File: src/rtl/alu_result_stage.sv
// Result stage after the 64-bit adder: registers sum/carry/overflow, derives N/Z/C/V,
// holds the architectural flags, evaluates branch conditions, 2-entry skid buffering.
module alu_result_stage #(
   parameter int          DATA_WIDTH  = 64,
   parameter int          RD_WIDTH    = 5,
   parameter logic [3:0]  FLAGS_RESET = 4'b0000
) (
   input  logic                  clk,
   input  logic                  rst,
   input  logic                  in_valid,
   output logic                  in_ready,
   input  logic [DATA_WIDTH-1:0] in_sum,
   input  logic                  in_carry,
   input  logic                  in_overflow,
   input  logic                  in_set_flags,
   input  logic [RD_WIDTH-1:0]   in_rd,
   output logic                  out_valid,
   input  logic                  out_ready,
   output logic [DATA_WIDTH-1:0] out_result,
   output logic [RD_WIDTH-1:0]   out_rd,
   output logic [3:0]            out_flags,
   output logic [3:0]            flags,
   input  logic [3:0]            cond,
   output logic                  cond_true
);

   typedef struct packed {
      logic [DATA_WIDTH-1:0] result;
      logic [RD_WIDTH-1:0]   rd;
      logic [3:0]            flags;   // {N,Z,C,V}
   } entry_t;

   entry_t     in_entry;
   entry_t     m_q, m_d, s_q, s_d;
   logic       m_valid_q, m_valid_d;
   logic       s_valid_q, s_valid_d;
   logic       in_ready_q;
   logic [3:0] flags_q, flags_d;
   logic       accept, m_free;

   assign in_entry = '{result: in_sum,
                       rd:     in_rd,
                       flags:  {in_sum[DATA_WIDTH-1], (in_sum == '0), in_carry, in_overflow}};

   assign accept = in_valid & in_ready_q;
   assign m_free = ~m_valid_q | out_ready;

   always_comb begin
      // NOTE: every next-state variable gets its hold value first so no path infers a latch.
      m_d       = m_q;
      m_valid_d = m_valid_q;
      s_d       = s_q;
      s_valid_d = s_valid_q;
      flags_d   = flags_q;
      if (m_free) begin
         if (s_valid_q) begin
            m_d       = s_q;
            m_valid_d = 1'b1;
            s_valid_d = accept;
            if (accept) s_d = in_entry;
         end else begin
            m_valid_d = accept;
            if (accept) m_d = in_entry;
         end
      end else if (accept) begin
         s_d       = in_entry;
         s_valid_d = 1'b1;
      end
      // Flags commit at acceptance, independent of when the entry retires.
      if (accept && in_set_flags) flags_d = in_entry.flags;
   end

   always_ff @(posedge clk) begin
      if (rst) begin
         m_q        <= '0;
         m_valid_q  <= 1'b0;
         s_q        <= '0;
         s_valid_q  <= 1'b0;
         in_ready_q <= 1'b0;
         flags_q    <= FLAGS_RESET;
      end else begin
         m_q        <= m_d;
         m_valid_q  <= m_valid_d;
         s_q        <= s_d;
         s_valid_q  <= s_valid_d;
         in_ready_q <= ~s_valid_d;
         flags_q    <= flags_d;
      end
   end

   assign in_ready   = in_ready_q;
   assign out_valid  = m_valid_q;
   assign out_result = m_q.result;
   assign out_rd     = m_q.rd;
   assign out_flags  = m_q.flags;
   assign flags      = flags_q;

   logic f_n, f_z, f_c, f_v;
   assign {f_n, f_z, f_c, f_v} = flags_q;

   always_comb begin
      cond_true = 1'b0;
      unique case (cond)
         4'd0:  cond_true = f_z;
         4'd1:  cond_true = ~f_z;
         4'd2:  cond_true = f_c;
         4'd3:  cond_true = ~f_c;
         4'd4:  cond_true = f_n;
         4'd5:  cond_true = ~f_n;
         4'd6:  cond_true = f_v;
         4'd7:  cond_true = ~f_v;
         4'd8:  cond_true = f_c & ~f_z;
         4'd9:  cond_true = ~f_c | f_z;
         4'd10: cond_true = (f_n == f_v);
         4'd11: cond_true = (f_n != f_v);
         4'd12: cond_true = ~f_z & (f_n == f_v);
         4'd13: cond_true = f_z | (f_n != f_v);
         4'd14: cond_true = 1'b1;
         4'd15: cond_true = 1'b0;
         default: cond_true = 1'b0;
      endcase
   end

endmodule

File: config.mk
export PLATFORM = sky130hd
export DESIGN_NAME = alu_result_stage
export DESIGN_NICKNAME = d
export VERILOG_FILES = /design/src/rtl/alu_result_stage.sv
export SDC_FILE = /design/constraint.sdc
export NUM_CORES = 1
export LEC_CHECK = 0
export CAP_MARGIN = 30
export CORE_ASPECT_RATIO = 1.1
export CORE_UTILIZATION = 46
export CTS_BUF_LIST = sky130_fd_sc_hd__clkbuf_2
export DETAILED_ROUTE_END_ITERATION = 8
export HOLD_SLACK_MARGIN = 0.02
export PLACE_DENSITY = 0.79
export SLEW_MARGIN = 20
export SYNTH_ARGS = -nofsm -noshare
export SYNTH_HDL_FRONTEND = slang
export SYNTH_SLANG_ARGS = --single-unit
File: constraint.sdc
create_clock -name clk -period 1.3 [get_ports clk]
set_clock_uncertainty 0.2 [all_clocks]
set_input_delay 0.195 -clock clk [delete_from_list [all_inputs] [get_ports clk]]
set_output_delay 0.195 -clock clk [all_outputs]
set_load 0.05 [all_outputs]
==> results.sh, run 1 <==
export IMPL_cts_root_buffer="clkbuf_2"
export IMPL_port_buffers=159
export IMPL_rows=43
export IMPL_synthAdderAreaFrac_pct=0
export IMPL_synth_xor_area_share_pct=0.569
export IMPL_haltStage="4_1_cts"
export IMPL_syn_area_per_cell_um2=8.77
export IMPL_cts_sinks=151
export IMPL_syn_nets=782
export IMPL_synth_cells=702
export IMPL_status="aborted with a tool error"
export IMPL_cts_htree_levels=4
export IMPL_synth_compound_area_share_pct=16.3
export IMPL_dp_hpwl_mm=13.5
export IMPL_initial_utilization_pct=47.9
export IMPL_synth_area_um2=6160
export IMPL_ys_flop_type="dfxtp_1"
export IMPL_pin_count=160
export IMPL_postCtsHoldBufs=75
export IMPL_async_flop_share_pct=0
export IMPL_post_cts_buffers=54
export IMPL_ys_warn_count=0
export IMPL_synth_top_family_by_area="simple AND/OR/NAND/NOR gates"
export IMPL_fp_dieH_um=123
export IMPL_dieWidth_um=112
export IMPL_cts_buffers=17
export IMPL_yosysSeqAreaShare_pct=49.1
export IMPL_stop_error="[ERROR DPL-0038] Utilization greater than 100%, impossible to legalize"
export IMPL_ys_ff_latch=151
export IMPL_clockBufferDepth=2
export IMPL_synth_edf_count=0
export IMPL_cts_resized=342
export IMPL_yosysUniqueCellTypes=35
export IMPL_synth_mux_area_share_pct=12.2
export IMPL_gp_congestion=0.798
export IMPL_yosys_area_share_simple_pct=17.7
[kinds of logic after synthesis]
logic type	count (synthesis)
xor+xnor	4
mux	75
buf+inv	58
flops	151
compound gates	158
simple gates	256
[synth_stat cells, types with 2 or more instances]
master    instances  area, µm²
nand3b_1          2       15.0
nor2_1           77        289
or3_1             2       12.5
nand4_1           3       18.8
a21oi_1          73        365
xor2_1            2       17.5
nor4_2            6       75.1
buf_2            32        160
a211oi_1         72        541
clkbuf_1         21       78.8
nor3_1            2       10.0
nor2b_1           2       12.5
nand2_1         146        548
xnor2_1           2       17.5
mux2i_1          75        751
a21o_1            2       15.0
nand3_1           3       15.0
nor4_1            9       56.3
inv_1             2       7.51
buf_1             2       7.51
a31oi_1           2       12.5
o21ai_0           2       10.0
dfxtp_1         151       3020
[stage by stage]
step / area (µm²) / util (%) / cells / setup slack, ns / hold WS, ns
2_1_floorplan: 6860 / - / 702 / -0.567 / 0.131
3_3_place_gp: 9830 / 76.5 / 1056 / -0.920 / 0.243
3_5_place_dp: 9830 / 76.5 / 1056 / -0.982 / 0.252
==> run 2: changes to the inputs <==
Settings changed: CORE_ASPECT_RATIO 1.1 to default, CORE_UTILIZATION 46 to 35, CTS_BUF_LIST sky130_fd_sc_hd__clkbuf_2 to default, HOLD_SLACK_MARGIN 0.02 to default, PLACE_DENSITY 0.79 to default, PLACE_DENSITY_LB_ADDON from default to 0.15.
Clock period 1.3 ns to 1.7 ns, I/O delays scaled along.
==> results.sh, run 2 <==
export IMPL_status="complete, but fails checks"
export IMPL_violations="negative setup slack"
export IMPL_yosys_area_share_simple_pct=17.7
export IMPL_min_period_over_period_pct=130
export IMPL_comb_power_share_pct=17.8
export IMPL_drtIter0Drc=245
export IMPL_finalSetupTns_ns=-0.511
export IMPL_initial_utilization_pct=35.7
export IMPL_p_leak_nw=3.43
export IMPL_rows=48
export IMPL_postCtsHoldBufs=0
export IMPL_pin_count=160
export IMPL_end_kind="output port"
export IMPL_final_cell_mix="nand2_1 (146), dfxtp_1 (144), buf_4 (134)"
export IMPL_grt_start_max_net_pins=152
export IMPL_routedWlPerCell_um=15.5
export IMPL_synth_edf_count=0
export IMPL_areaGrowthSynthToFinish_pct=52.7
export IMPL_hold_class="primary input to register"
export IMPL_startpoint_type="register"
export IMPL_ys_warn_count=0
export IMPL_yosysSeqAreaShare_pct=49.1
export IMPL_synth_cells=702
export IMPL_layout_min_cycle_time_ns=2.20
export IMPL_grt_ovfl_total=0
export IMPL_final_util_pct=54.6
export IMPL_synth_commonest_cells="dfxtp_1 (151), nand2_1 (146), nor2_1 (77), mux2i_1 (75), a21oi_1 (73)"
export IMPL_power_switching_mw=2.58
export IMPL_die_area_um2=18100
export IMPL_power_density_nw_per_um2=1010
export IMPL_antenna_found_initial=0
export IMPL_path_buf_inv=1
export IMPL_port_buffers=159
export IMPL_fin_area_um2=9400
export IMPL_nets=989
export IMPL_avgViaCountPerCell=5.01
export IMPL_cts_root_buffer="clkbuf_16"
export IMPL_cts_tree="built"
export IMPL_track_usage_pct=19.6
export IMPL_clkLatencyLatePin_ns=0.42
export IMPL_yosysMostFrequentCell="dfxtp_1"
export IMPL_max_freq_ghz=0.454
export IMPL_final_layout_size_suffix_gt1_share_pct=25.2
export IMPL_p_int_mw=6.90
export IMPL_grt_pass1_vias=5571
export IMPL_crit_slowest_cell="dfxtp_4"
export IMPL_dr_pass1_iters=4
export IMPL_arrival_ns=1.75
export IMPL_cts_sinks=151
export IMPL_dp_hpwl_mm=11.6
export IMPL_syn_area_per_cell_um2=8.77
export IMPL_placed_cell_area_um2=8640
export IMPL_postRouteAntennaNets=0
export IMPL_antennaDiodeCount=0
export IMPL_num_vias=5749
export IMPL_fp_dieH_um=135
export IMPL_yosys_top_cells_area="dfxtp_1 (49%), mux2i_1 (12%), nand2_1 (8.9%)"
export IMPL_core_um2=17200
export IMPL_synth_area_um2=6160
export IMPL_critPathKind="register to output port"
export IMPL_tightestPinTransition_ns=0.685
export IMPL_final_common_cell="nand2_1"
export IMPL_largest_register_ffs=72
export IMPL_maxCapViolations=0
export IMPL_yosysUniqueCellTypes=35
export IMPL_clk_pin_slew_worst_paths_ns=0.06
export IMPL_hold_viol=0
export IMPL_synth_mux_area_share_pct=12.2
export IMPL_yosysTopAreaCell="dfxtp_1"
export IMPL_critPathRequiredTime_ns=1.24
export IMPL_ys_flop_type="dfxtp_1"
export IMPL_synth_top_family_by_area="simple AND/OR/NAND/NOR gates"
export IMPL_grt_pass1_wl_mm=27.9
export IMPL_synth_top_area_share_pct=49.1
export IMPL_clockBufferDepth=2
export IMPL_synth_compound_area_share_pct=16.3
export IMPL_dieWidth_um=135
export IMPL_ys_ff_latch=151
export IMPL_cts_buffers=17
export IMPL_seq_power_share_pct=40.1
export IMPL_setup_violations=2
export IMPL_slew_violations=0
export IMPL_slew_headroom_pct=54.3
export IMPL_synthAdderAreaFrac_pct=0
export IMPL_switching_share_pct=27.2
export IMPL_drc_errors=0
export IMPL_syn_nets=782
export IMPL_async_flop_share_pct=0
export IMPL_path_max_fanout=4
export IMPL_regMostFlops="s_q"
export IMPL_grt_setup_unrepaired="true"
export IMPL_cts_htree_levels=4
export IMPL_cp_top_family="compound AO/OA/AOI/OAI gates"
export IMPL_synth_xor_area_share_pct=0.569
export IMPL_crit_chain="o21bai_1, a22oi_2, a211oi_2, a311oi_4, buf_12"
export IMPL_drt_wl_total_mm=17.8
export IMPL_gp_congestion=0.810
export IMPL_crit_path_max_incr_delay_ns=0.35
export IMPL_fin_hold_ws_ns=0.0627
export IMPL_ir_drop_uv=680
export IMPL_p_clk_share_pct=42.2
export IMPL_setup_ws_ns=-0.504
[run 2: path summary, 6_finish.rpt]
path | from | to | slack, ns | cells after the start
worst max register to register | out_valid$_SDFFE_PP0N_ | out_result[38]$_SDFFE_PP0P_ | 0.08 | 5
worst min-delay path | in_sum[6] | s_q[15]$_SDFFE_PP0P_ | 0.06 | 3
worst min register to register | s_q[45]$_SDFFE_PP0P_ | s_q[45]$_SDFFE_PP0P_ | 0.26 | 2
worst max-delay path | flags[2]$_SDFFE_PP0P_ | cond_true | -0.50 | 5
[run 2: what timing repair did]
action | CTS | global route
gates cloned | 0 | 1
buffers inserted | 0 | 1
setup endpoints to repair | 4 | 12
resized for setup | 43 | 6
pin swaps | 16 | 3
[run 2: area by class of cell]
class                   count  area [µm²]
multi-input cells         493        3040
repair buffers            244        2390
inverters                   2        7.51
fillers                  1510        7830
clock buffers              21         492
well taps                 225         282
clock inverters            11         143
flip-flops and latches    151        3040
[run 2: routing by layer]
layer	wire (µm)	track usage [%]	vias up
met3	877	5.86	21
li1	-	-	2863
met1	7940	23.6	2730
met2	8770	33.3	135
met4	238	6.30	0
met5	0	0	-
[run 2: cell families after synthesis]
logic type	count (synthesis)
buf+inv	58
mux	75
xor+xnor	4
simple gates	256
flops	151
compound gates	158
[run 2: tightest hold or removal path, cell delays in order]
cell	delay, ns
dlygate4sd2_1	0.26
nand2_1	0.06
a21oi_1	0.05
[run 2: power by group through the flow]
| stage | Sequential [mW] | Combinational (mW) | Clock [mW] |
|---|---|---|---|
| final | 3.80 | 1.68 | 3.99 |
| after global routing | 3.82 | 1.78 | 4.23 |
| after CTS | 3.80 | 1.67 | 4.08 |
| after detailed placement | 3.87 | 1.67 | 0 |
| after global placement | 3.87 | 1.64 | 0 |
| after floorplan | 4.30 | 0.424 | 0 |
[run 2: per-stage QoR]
stage	power (mW)	setup WS, ns	instances
final	9.47	-0.504	1147
after global routing	9.82	-0.566	1147
after CTS	9.54	-0.517	1145
after detailed placement	5.54	-0.730	1113
after global placement	5.51	-0.661	1113
after floorplan	4.73	-0.227	702
No activity file was read; power rests on OpenSTA's default activity.
